==> src/rtl/pim_cmd_issuer_if.sv <==
// Host-facing command/response port and memory-facing start/done port of pim_cmd_issuer.
interface pim_cmd_issuer_if #(
  parameter int ADDR_W = 32
);
  logic              cmd_valid;
  logic              cmd_ready;
  logic [ADDR_W-1:0] cmd_src1;
  logic [ADDR_W-1:0] cmd_src2;
  logic [ADDR_W-1:0] cmd_dst;

  logic [ADDR_W-1:0] src1_addr;
  logic [ADDR_W-1:0] src2_addr;
  logic [ADDR_W-1:0] dst_addr;
  logic              start;
  logic              done;

  logic              resp_valid;
  logic              resp_ready;
  logic              resp_error;
  logic [31:0]       resp_cycles;
  logic              busy;

  modport slave (
    input  cmd_valid, cmd_src1, cmd_src2, cmd_dst, done, resp_ready,
    output cmd_ready, src1_addr, src2_addr, dst_addr, start,
           resp_valid, resp_error, resp_cycles, busy
  );

  modport master (
    output cmd_valid, cmd_src1, cmd_src2, cmd_dst, done, resp_ready,
    input  cmd_ready, src1_addr, src2_addr, dst_addr, start,
           resp_valid, resp_error, resp_cycles, busy
  );
endinterface

==> src/rtl/pim_cmd_issuer.sv <==
// Buffers host matrix-multiply commands in a FIFO and issues them one at a time to the
// PIM memory over start/done, returning a cycle count and timeout flag per command.
module pim_cmd_issuer #(
  parameter int          DEPTH          = 4,
  parameter int          ADDR_W         = 32,
  parameter int unsigned TIMEOUT_CYCLES = 65536
) (
  input  logic              clk,
  input  logic              rst,
  pim_cmd_issuer_if.slave   bus
);
  localparam int PTR_W = $clog2(DEPTH);
  localparam logic [PTR_W:0] DEPTH_C   = DEPTH[PTR_W:0];
  localparam logic [31:0]    TIMEOUT_C = 32'(TIMEOUT_CYCLES);

  localparam logic [1:0] S_IDLE = 2'd0;
  localparam logic [1:0] S_RUN  = 2'd1;
  localparam logic [1:0] S_RESP = 2'd2;

  typedef struct packed {
    logic [ADDR_W-1:0] src1;
    logic [ADDR_W-1:0] src2;
    logic [ADDR_W-1:0] dst;
  } cmd_t;

  cmd_t             fifo_mem [DEPTH];
  logic [PTR_W-1:0] wr_ptr, rd_ptr;
  logic [PTR_W:0]   count;
  logic [1:0]       state;
  logic [31:0]      cycle_cnt;
  logic             push, pop;
  cmd_t             head;

  // NOTE: cmd_ready looks only at the registered count, so a pop in the same cycle
  // does not let a push through; this keeps ready free of any path from the FSM.
  assign bus.cmd_ready = (count != DEPTH_C);
  assign bus.busy      = (state != S_IDLE) || (count != '0);

  assign push = bus.cmd_valid && bus.cmd_ready;
  assign pop  = (state == S_IDLE) && (count != '0);
  assign head = fifo_mem[rd_ptr];

  // NOTE: the storage array has no reset; emptiness is tracked by count alone, and
  // leaving the array out of the reset keeps it mappable to plain RAM/flops.
  always_ff @(posedge clk) begin
    if (push) fifo_mem[wr_ptr] <= '{src1: bus.cmd_src1, src2: bus.cmd_src2, dst: bus.cmd_dst};
  end

  always_ff @(posedge clk or negedge rst) begin
    if (!rst) begin
      wr_ptr <= '0;
      rd_ptr <= '0;
      count  <= '0;
    end else begin
      if (push) wr_ptr <= wr_ptr + 1'b1;
      if (pop)  rd_ptr <= rd_ptr + 1'b1;
      case ({push, pop})
        2'b10:   count <= count + 1'b1;
        2'b01:   count <= count - 1'b1;
        default: ;
      endcase
    end
  end

  always_ff @(posedge clk or negedge rst) begin
    if (!rst) begin
      state           <= S_IDLE;
      cycle_cnt       <= '0;
      bus.start       <= 1'b0;
      bus.src1_addr   <= '0;
      bus.src2_addr   <= '0;
      bus.dst_addr    <= '0;
      bus.resp_valid  <= 1'b0;
      bus.resp_error  <= 1'b0;
      bus.resp_cycles <= '0;
    end else begin
      case (state)
        S_IDLE: begin
          if (pop) begin
            bus.src1_addr <= head.src1;
            bus.src2_addr <= head.src2;
            bus.dst_addr  <= head.dst;
            bus.start     <= 1'b1;
            cycle_cnt     <= 32'd1;
            state         <= S_RUN;
          end
        end
        S_RUN: begin
          // done takes priority over a timeout landing on the same cycle
          if (bus.done || cycle_cnt == TIMEOUT_C) begin
            bus.start       <= 1'b0;
            bus.resp_valid  <= 1'b1;
            bus.resp_cycles <= cycle_cnt;
            bus.resp_error  <= !bus.done;
            state           <= S_RESP;
          end else begin
            cycle_cnt <= cycle_cnt + 32'd1;
          end
        end
        S_RESP: begin
          if (bus.resp_ready) begin
            bus.resp_valid <= 1'b0;
            state          <= S_IDLE;
          end
        end
        default: state <= S_IDLE;
      endcase
    end
  end
endmodule
==> src/flat_wrapper.sv <==
// flat-port wrapper written by rule: the top's interface ports become plain ports
module pim_cmd_issuer_flat 
#(
  parameter int          DEPTH          = 4,
  parameter int          ADDR_W         = 32,
  parameter int unsigned TIMEOUT_CYCLES = 65536
)
  (clk, rst, bus_cmd_valid, bus_cmd_src1, bus_cmd_src2, bus_cmd_dst, bus_done, bus_resp_ready, bus_cmd_ready, bus_src1_addr, bus_src2_addr, bus_dst_addr, bus_start, bus_resp_valid, bus_resp_error, bus_resp_cycles, bus_busy);
  pim_cmd_issuer_if #(.ADDR_W(ADDR_W)) bus_i ();
  input  logic clk;
  input  logic rst;
  input wire logic [$bits(bus_i.cmd_valid)-1:0] bus_cmd_valid;
  input wire logic [$bits(bus_i.cmd_src1)-1:0] bus_cmd_src1;
  input wire logic [$bits(bus_i.cmd_src2)-1:0] bus_cmd_src2;
  input wire logic [$bits(bus_i.cmd_dst)-1:0] bus_cmd_dst;
  input wire logic [$bits(bus_i.done)-1:0] bus_done;
  input wire logic [$bits(bus_i.resp_ready)-1:0] bus_resp_ready;
  output wire logic [$bits(bus_i.cmd_ready)-1:0] bus_cmd_ready;
  output wire logic [$bits(bus_i.src1_addr)-1:0] bus_src1_addr;
  output wire logic [$bits(bus_i.src2_addr)-1:0] bus_src2_addr;
  output wire logic [$bits(bus_i.dst_addr)-1:0] bus_dst_addr;
  output wire logic [$bits(bus_i.start)-1:0] bus_start;
  output wire logic [$bits(bus_i.resp_valid)-1:0] bus_resp_valid;
  output wire logic [$bits(bus_i.resp_error)-1:0] bus_resp_error;
  output wire logic [$bits(bus_i.resp_cycles)-1:0] bus_resp_cycles;
  output wire logic [$bits(bus_i.busy)-1:0] bus_busy;
  assign bus_i.cmd_valid = bus_cmd_valid;
  assign bus_i.cmd_src1 = bus_cmd_src1;
  assign bus_i.cmd_src2 = bus_cmd_src2;
  assign bus_i.cmd_dst = bus_cmd_dst;
  assign bus_i.done = bus_done;
  assign bus_i.resp_ready = bus_resp_ready;
  assign bus_cmd_ready = bus_i.cmd_ready;
  assign bus_src1_addr = bus_i.src1_addr;
  assign bus_src2_addr = bus_i.src2_addr;
  assign bus_dst_addr = bus_i.dst_addr;
  assign bus_start = bus_i.start;
  assign bus_resp_valid = bus_i.resp_valid;
  assign bus_resp_error = bus_i.resp_error;
  assign bus_resp_cycles = bus_i.resp_cycles;
  assign bus_busy = bus_i.busy;
  pim_cmd_issuer #(.DEPTH(DEPTH), .ADDR_W(ADDR_W), .TIMEOUT_CYCLES(TIMEOUT_CYCLES)) u_core (.clk(clk), .rst(rst), .bus(bus_i));
endmodule
==> config.mk <==
export PLATFORM = sky130hd
export DESIGN_NAME = pim_cmd_issuer_flat
export DESIGN_NICKNAME = d
export VERILOG_FILES = /design/src/rtl/pim_cmd_issuer_if.sv /design/src/rtl/pim_cmd_issuer.sv /design/src/flat_wrapper.sv
export SDC_FILE = /design/constraint.sdc
export NUM_CORES = 1
export LEC_CHECK = 0
export BUFFER_PORTS_ARGS = -buffer_cell sky130_fd_sc_hd__buf_2
export CAP_MARGIN = 10
export CELL_PAD_IN_SITES_DETAIL_PLACEMENT = 1
export CELL_PAD_IN_SITES_GLOBAL_PLACEMENT = 1
export CORE_MARGIN = 1.5
export CORE_UTILIZATION = 40
export CTS_CLUSTER_SIZE = 25
export DETAILED_ROUTE_END_ITERATION = 8
export PLACE_DENSITY = 0.69
export SYNTH_ARGS = -nofsm -noshare
export SYNTH_HDL_FRONTEND = slang
export SYNTH_SLANG_ARGS = --single-unit
==> constraint.sdc <==
create_clock -name clk -period 4.54 [get_ports clk]
set_input_delay 0.227 -clock clk [delete_from_list [all_inputs] [get_ports clk]]
set_output_delay 0.227 -clock clk [all_outputs]
set_load 0.02 [all_outputs]
# After elaboration in Yosys (flattened, before gate mapping)
# Memories as Yosys holds them, arrays and structs flattened. A register that Yosys moved wholly into a read port is not among the register bits.
# Cells that the tools add are included.
word_totals:
  regBits: 76
  ramBits: 384
  out_inout_bits: 133
  wordCells: 59
  n_memories: 1
memory_table:
  columns: ["name", "depth", "word_bits", "rd", "rd_ports_with_merged_regs", "write_ports", "line", "rtl"]
  rows:
  - ["u_core.fifo_mem", 4, 96, 1, 1, 1, "pim_cmd_issuer.sv:26", "cmd_t fifo_mem [DEPTH];"]
classes:
  addsub: 5
  eq_ne: 10
  n_mux: 16
  n_reduce_logical: 18
ops:
  columns: ["operator", "count"]
  rows:
  - ["$mux 32", 2]
  - ["$pmux 32 s2", 1]
  - ["$add 32x1->32 const B", 1]
  - ["$eq 32x17->1 const B", 1]
  - ["$reduce_and 3->1", 4]
  - ["$reduce_bool 2->1", 4]
  - ["$mux 1", 6]
  - ["$mux 2", 3]
  - ["$pmux 2 s3", 1]
  - ["$pmux 3 s2", 1]
  - ["$add 2x1->2 const B", 2]
  - ["$eq 2x1->1 const B", 2]
  - ["$eq 2x2->1 const B", 2]
  - ["$ne 2x1->1 const B", 2]
  - ["$ne 2x2->1 const B", 2]
  - ["$pmux 1 s2", 2]
  - ["$reduce_and 2->1", 2]
  - ["$add 3x1->3 const B", 1]
  - ["$ne 3x3->1 const B", 1]
  - ["$reduce_bool 3->1", 1]
  - ["$sub 3x1->3 const B", 1]
  - ["$logic_and 1x1->1", 2]
  - ["$logic_not 1->1", 2]
  - ["$logic_not 2->1", 1]
  - ["$logic_or 1x1->1", 2]

# Logic depth before layout (Yosys ltp)
logic_depth:
  ltp_word: 4
  mapped_depth: 12
  depth_no_buf: 10

# Worst setup path after synthesis
# Ideal clock, no wire load.
synth_timing:
  path_type: "flip-flop to flip-flop"
  startpoint: "register u_core.count[0]"
  endpoint: "memory u_core.fifo_mem[0][0] in the netlist's numbering, enable pin"
  arrival_ps: 3027
  required_time_ps: 4074
  setup_slack_ps: 1047
  stages_incl_launch_ff: 4
  synth_period_minus_slack_ps: 3493
  path_cell_list: "dfrtp_1 > inv_1 > nand3_1 > and3_1"
synth_between:
  elab_chain_len: 4
synth_rtl:
  columns: ["element", "line", "rtl"]
  rows:
  - ["start: declaration", "pim_cmd_issuer.sv:28", "logic [PTR_W:0] count;"]
  - ["start signal: assignment", "pim_cmd_issuer.sv:58", "2'b10: count <= count + 1'b1;"]
  - ["start signal: assignment", "pim_cmd_issuer.sv:59", "2'b01: count <= count - 1'b1;"]
  - ["$ne 3x3->1", "pim_cmd_issuer.sv:36", "assign bus.cmd_ready = (count != DEPTH_C);"]
  - ["named net bus_cmd_ready", "flat_wrapper.sv:18", "output wire logic [$bits(bus_i.cmd_ready)-1:0] bus_cmd_ready;"]
  - ["$logic_and 1x1->1", "pim_cmd_issuer.sv:39", "assign push = bus.cmd_valid && bus.cmd_ready;"]
  - ["$mux 1", "pim_cmd_issuer.sv:46", "if (push) fifo_mem[wr_ptr] <= '{src1: bus.cmd_src1, src2: bus.cmd_src2, dst: bus.cmd_dst};"]
  - ["$mux 1 (not written as such)", "pim_cmd_issuer.sv:46", null]
  - ["end: declaration", "pim_cmd_issuer.sv:26", null]
# The timed path passes the listed nets, and every way through them passes these cells.

# Final worst setup path
layout_timing:
  startpoint: "register u_core.state[0]"
  endpoint: "register u_core.cycle_cnt[6]"
layout_between:
  elab_chain_len: 4
layout_rtl:
  columns: ["element", "line", "rtl"]
  rows:
  - ["start: declaration", "pim_cmd_issuer.sv:29", "logic [1:0] state;"]
  - ["start signal: assignment", "pim_cmd_issuer.sv:67", "state <= S_IDLE;"]
  - ["start signal: assignment", "pim_cmd_issuer.sv:85", "state <= S_RUN;"]
  - ["start signal: assignment", "pim_cmd_issuer.sv:95", "state <= S_RESP;"]
  - ["$logic_not 2->1", "pim_cmd_issuer.sv:40, pim_cmd_issuer.sv:77", null]
  - ["$logic_and 1x1->1", "pim_cmd_issuer.sv:40", "assign pop = (state == S_IDLE) && (count != '0);"]
  - ["$ne 2x1->1 (no line)", null, null]
  - ["$reduce_and 3->1 (no line)", null, null]
  - ["end signal: assignment", "pim_cmd_issuer.sv:97", "cycle_cnt <= cycle_cnt + 32'd1;"]
  - ["end: declaration", "pim_cmd_issuer.sv:30", "logic [31:0] cycle_cnt;"]
# Parallel ways exist; a longest one is shown, timed or not.
# A chain may end at the register's enable or synchronous reset.

==> metrics.yaml <==
status:
  run_status: "complete, no violations"
grt:
  grt_max_degree: 97
  grt_util_all_layers_pct: 19.6
  first_global_vias: 13500
  grt_pass1_wl_um: 80200
  grt_antenna_before_repair: 7
  globalRouteOverflowTotal: 0
power:
  power.share.sequential_pct: 42.9
  power_report.internal_total_w: 0.0114
  fraction_of_power_consumed_by_combinational_cells_pct: 30.0
  static-leakage-power_nw: 10.4
  swShare_pct: 34.3
  vdd_ir_drop_max_v: 0.000438
  clockPowerShare_pct: 27.1
  power-per-cell-area_nw_per_um2: 668
  power.net_switching_w: 0.00597
  p_total_w: 0.0174
sta:
  fin_tns_setup_ns: 0
  peak_clock_frequency_supported_by_timing_mhz: 342
  fin_crit_sh_pct: 64.3
  finalMaxSlewViolations: 0
  max_slew_margin_pct: 30.2
  pin_slew_with_the_least_headroom_to_its_limit_ns: 1.05
  timing.clock.skew_ns: 0.0205
  grt_setup_unrepaired: "false"
  final-setup-viol-count: 0
  hold_violations: 0
  period_needed_ns: 2.92
placement:
  post-place-cells: 2136
  gp_congestion: 0.828
  placement.io_buffers: 233
  detailed_place.area_um2: 23100
  detailedPlacementHpwl_um: 30000
clock_network:
  clockRootBuffer: "sky130_fd_sc_hd__clkbuf_16"
  clk_pin_slew_ns: 0.06
  insertion_delay_ns: 0.62
  cts_tree: "yes"
  post_cts.repair.setup_buffers: 0
  clockBufferDepth: 3
  post_cts.resized_instances: 0
  cts_made_buffers: 56
  clock_tree.htree_level_count: 2
  sink_count_of_the_clock_tree: 556
  post_cts_hold_buffer_count: 99
floorplan:
  row_count: 84
  num_io_pins: 234
  fp.dieW_um: 233
  floorplan.initialDensity_pct: 40.3
  die-height_um: 233
  die_area_um2: 54300
  fp.coreArea_um2: 52400
drt:
  via_count: 12200
  routedWlPerCell_um: 22.0
  viasPerCell: 5.19
  drc: 0
  post_route_antenna_net_violation_count: 0
  route.final.wire_length_um: 51600
  detail_route.first_pass.iterations: 5
  drt_first_iter_violations: 730
logic_synthesis:
  synth.net_count: 1365
  syn-cell-area_um2: 21100
  ys_types: 52
  yosys_register_bits: 556
  avgSynthCellArea_um2: 16.8
  cell_count_after_synthesis: 1256
  yosys_warning_count: 0
  ys.flop_type: "sky130_fd_sc_hd__edfxtp_1"
  synth_edf_count: 384
  synth_seq_area_share_pct: 74.9
  async_reset_ff_share_pct: 30.9
layout:
  post-route-cell-area_um2: 26000
  final_common_cell: "sky130_fd_sc_hd__edfxtp_1"
  drive_above_1_share_pct: 29.4
  finalNetCount: 1714
  layout_common_cells: "sky130_fd_sc_hd__edfxtp_1 (384), sky130_fd_sc_hd__nand2_1 (312), sky130_fd_sc_hd__buf_2 (232)"
  final-instance-count-excl-fill: 2345
  utilization_pct: 49.6
  synthToLayoutAreaGrowth_pct: 23.0
setup_path:
  path_max_fanout: 75
  timing.critical_path.to_type: "flop"
  timing.critical_path.required_ns: 5.03
  timing_worst_setup_path_type: "flop to flop"
  startpoint_type: "flop"
  worst_ep_arrival_time_ns: 3.41
run:
  max_cap_viol_count: 0
hold_path:
  min_path_type: "input port to flop"
==> registers in the layout, indices dropped and copies added (netlist names) <==
name	count
u_core.bus.src2_addr	32
u_core.bus.resp_error	1
u_core.rd_ptr	2
u_core.wr_ptr	2
u_core.bus.start	1
u_core.cycle_cnt	32
u_core.fifo_mem	384
u_core.bus.dst_addr	32
u_core.bus.src1_addr	32
u_core.bus.resp_valid	1
u_core.count	3
u_core.state	2
u_core.bus.resp_cycles	32
==> per-stage QoR <==
step                hold WS [ns]  worst slack, ns
global placement           0.426             1.53
CTS                       0.0627             1.55
floorplan                -0.0686             1.05
global route               0.122             1.37
detailed placement         0.432             1.56
finish                    0.0919             1.62
==> worst max-delay path, cell delays in order, from the launching register on <==
cell	delay [ns]
sky130_fd_sc_hd__dfrtp_1	0.40
sky130_fd_sc_hd__nor2_1	0.23
sky130_fd_sc_hd__nand2b_4	0.33
sky130_fd_sc_hd__inv_4	0.44
sky130_fd_sc_hd__buf_4	0.83
sky130_fd_sc_hd__o21ai_0	0.24
sky130_fd_sc_hd__a22o_1	0.27
==> metal layers <==
metal  routed length [um]  part of all wire (%)  track usage [%]  vias up
li1                     -                     -                -     5416
met4                 1360                   2.6             6.47        6
met5                   39                 0.076                0        -
met2                25800                    50             32.9      280
met3                 2700                   5.2             4.09       91
met1                21700                    42             25.4     6376
==> final cells by class <==
type	count	area, um^2
sequential	556	15800
clock buffer	76	1580
multi-input combinational	623	5000
tap	688	861
clock inverter	30	315
antenna	4	10.0
timing repair buffer	351	2350
fill	5065	26400
inverter	17	66.3
==> power groups by stage <==
stage	logic [W]	clock network [W]	registers, W
detailed placement	0.00526	0	0.00756
floorplan	0.00305	0	0.00781
finish	0.00522	0.00471	0.00746
global placement	0.00511	0	0.00749
CTS	0.00535	0.00483	0.00748
global route	0.00572	0.00501	0.00761
==> path summary, 6_finish.rpt <==
check                                                          from                               endpoint  slack [ns]  cells past startpoint
worst max-delay path                    u_core.state[0]$_DFFE_PN0P_        u_core.cycle_cnt[6]$_DFFE_PN0P_        1.62                      6
worst min-delay path                                  bus_cmd_valid           u_core.wr_ptr[0]$_DFFE_PN0P_        0.09                      3
worst max register to register          u_core.state[0]$_DFFE_PN0P_        u_core.cycle_cnt[6]$_DFFE_PN0P_        1.62                      6
worst min register to register  u_core.bus.src2_addr[9]$_DFFE_PN0P_    u_core.bus.src2_addr[9]$_DFFE_PN0P_        0.47                      2
max in group asynchronous                                       rst        u_core.cycle_cnt[4]$_DFFE_PN0P_        3.07                      3
min in group asynchronous                                       rst  u_core.bus.resp_cycles[4]$_DFFE_PN0P_        0.32                      2
==> synth_stat cells (all sizes together) (4+ instances only) <==
cell / count / area (um^2)
a211o: 10 / 87.6
a21o: 5 / 37.5
a31oi: 9 / 56.3
and2: 7 / 43.8
and3: 17 / 106
and4: 4 / 35.0
buf: 27 / 155
clkbuf: 33 / 124
dfrtp: 172 / 4300
edfxtp: 384 / 11500
ha: 7 / 87.6
inv: 17 / 63.8
mux2: 33 / 372
mux4: 96 / 2160
nand2: 312 / 1170
nand2b: 4 / 25.0
nand3: 21 / 120
nand4: 10 / 62.6
nor2: 10 / 45.0
nor3: 14 / 70.1
nor4: 14 / 103
o21ai: 14 / 73.8
xnor2: 4 / 35.0
==> cells by family after synthesis <==
family / after synthesis / share of synthesized area (%)
flops: 556 / 74.9
simple gates: 418 / 8.66
mux: 130 / 12.0
buf+inv: 77 / 1.62
compound gates: 61 / 2.05
fa+ha+maj: 8 / 0.509
xor+xnor: 6 / 0.249
Power figures use the tool's default switching activity.
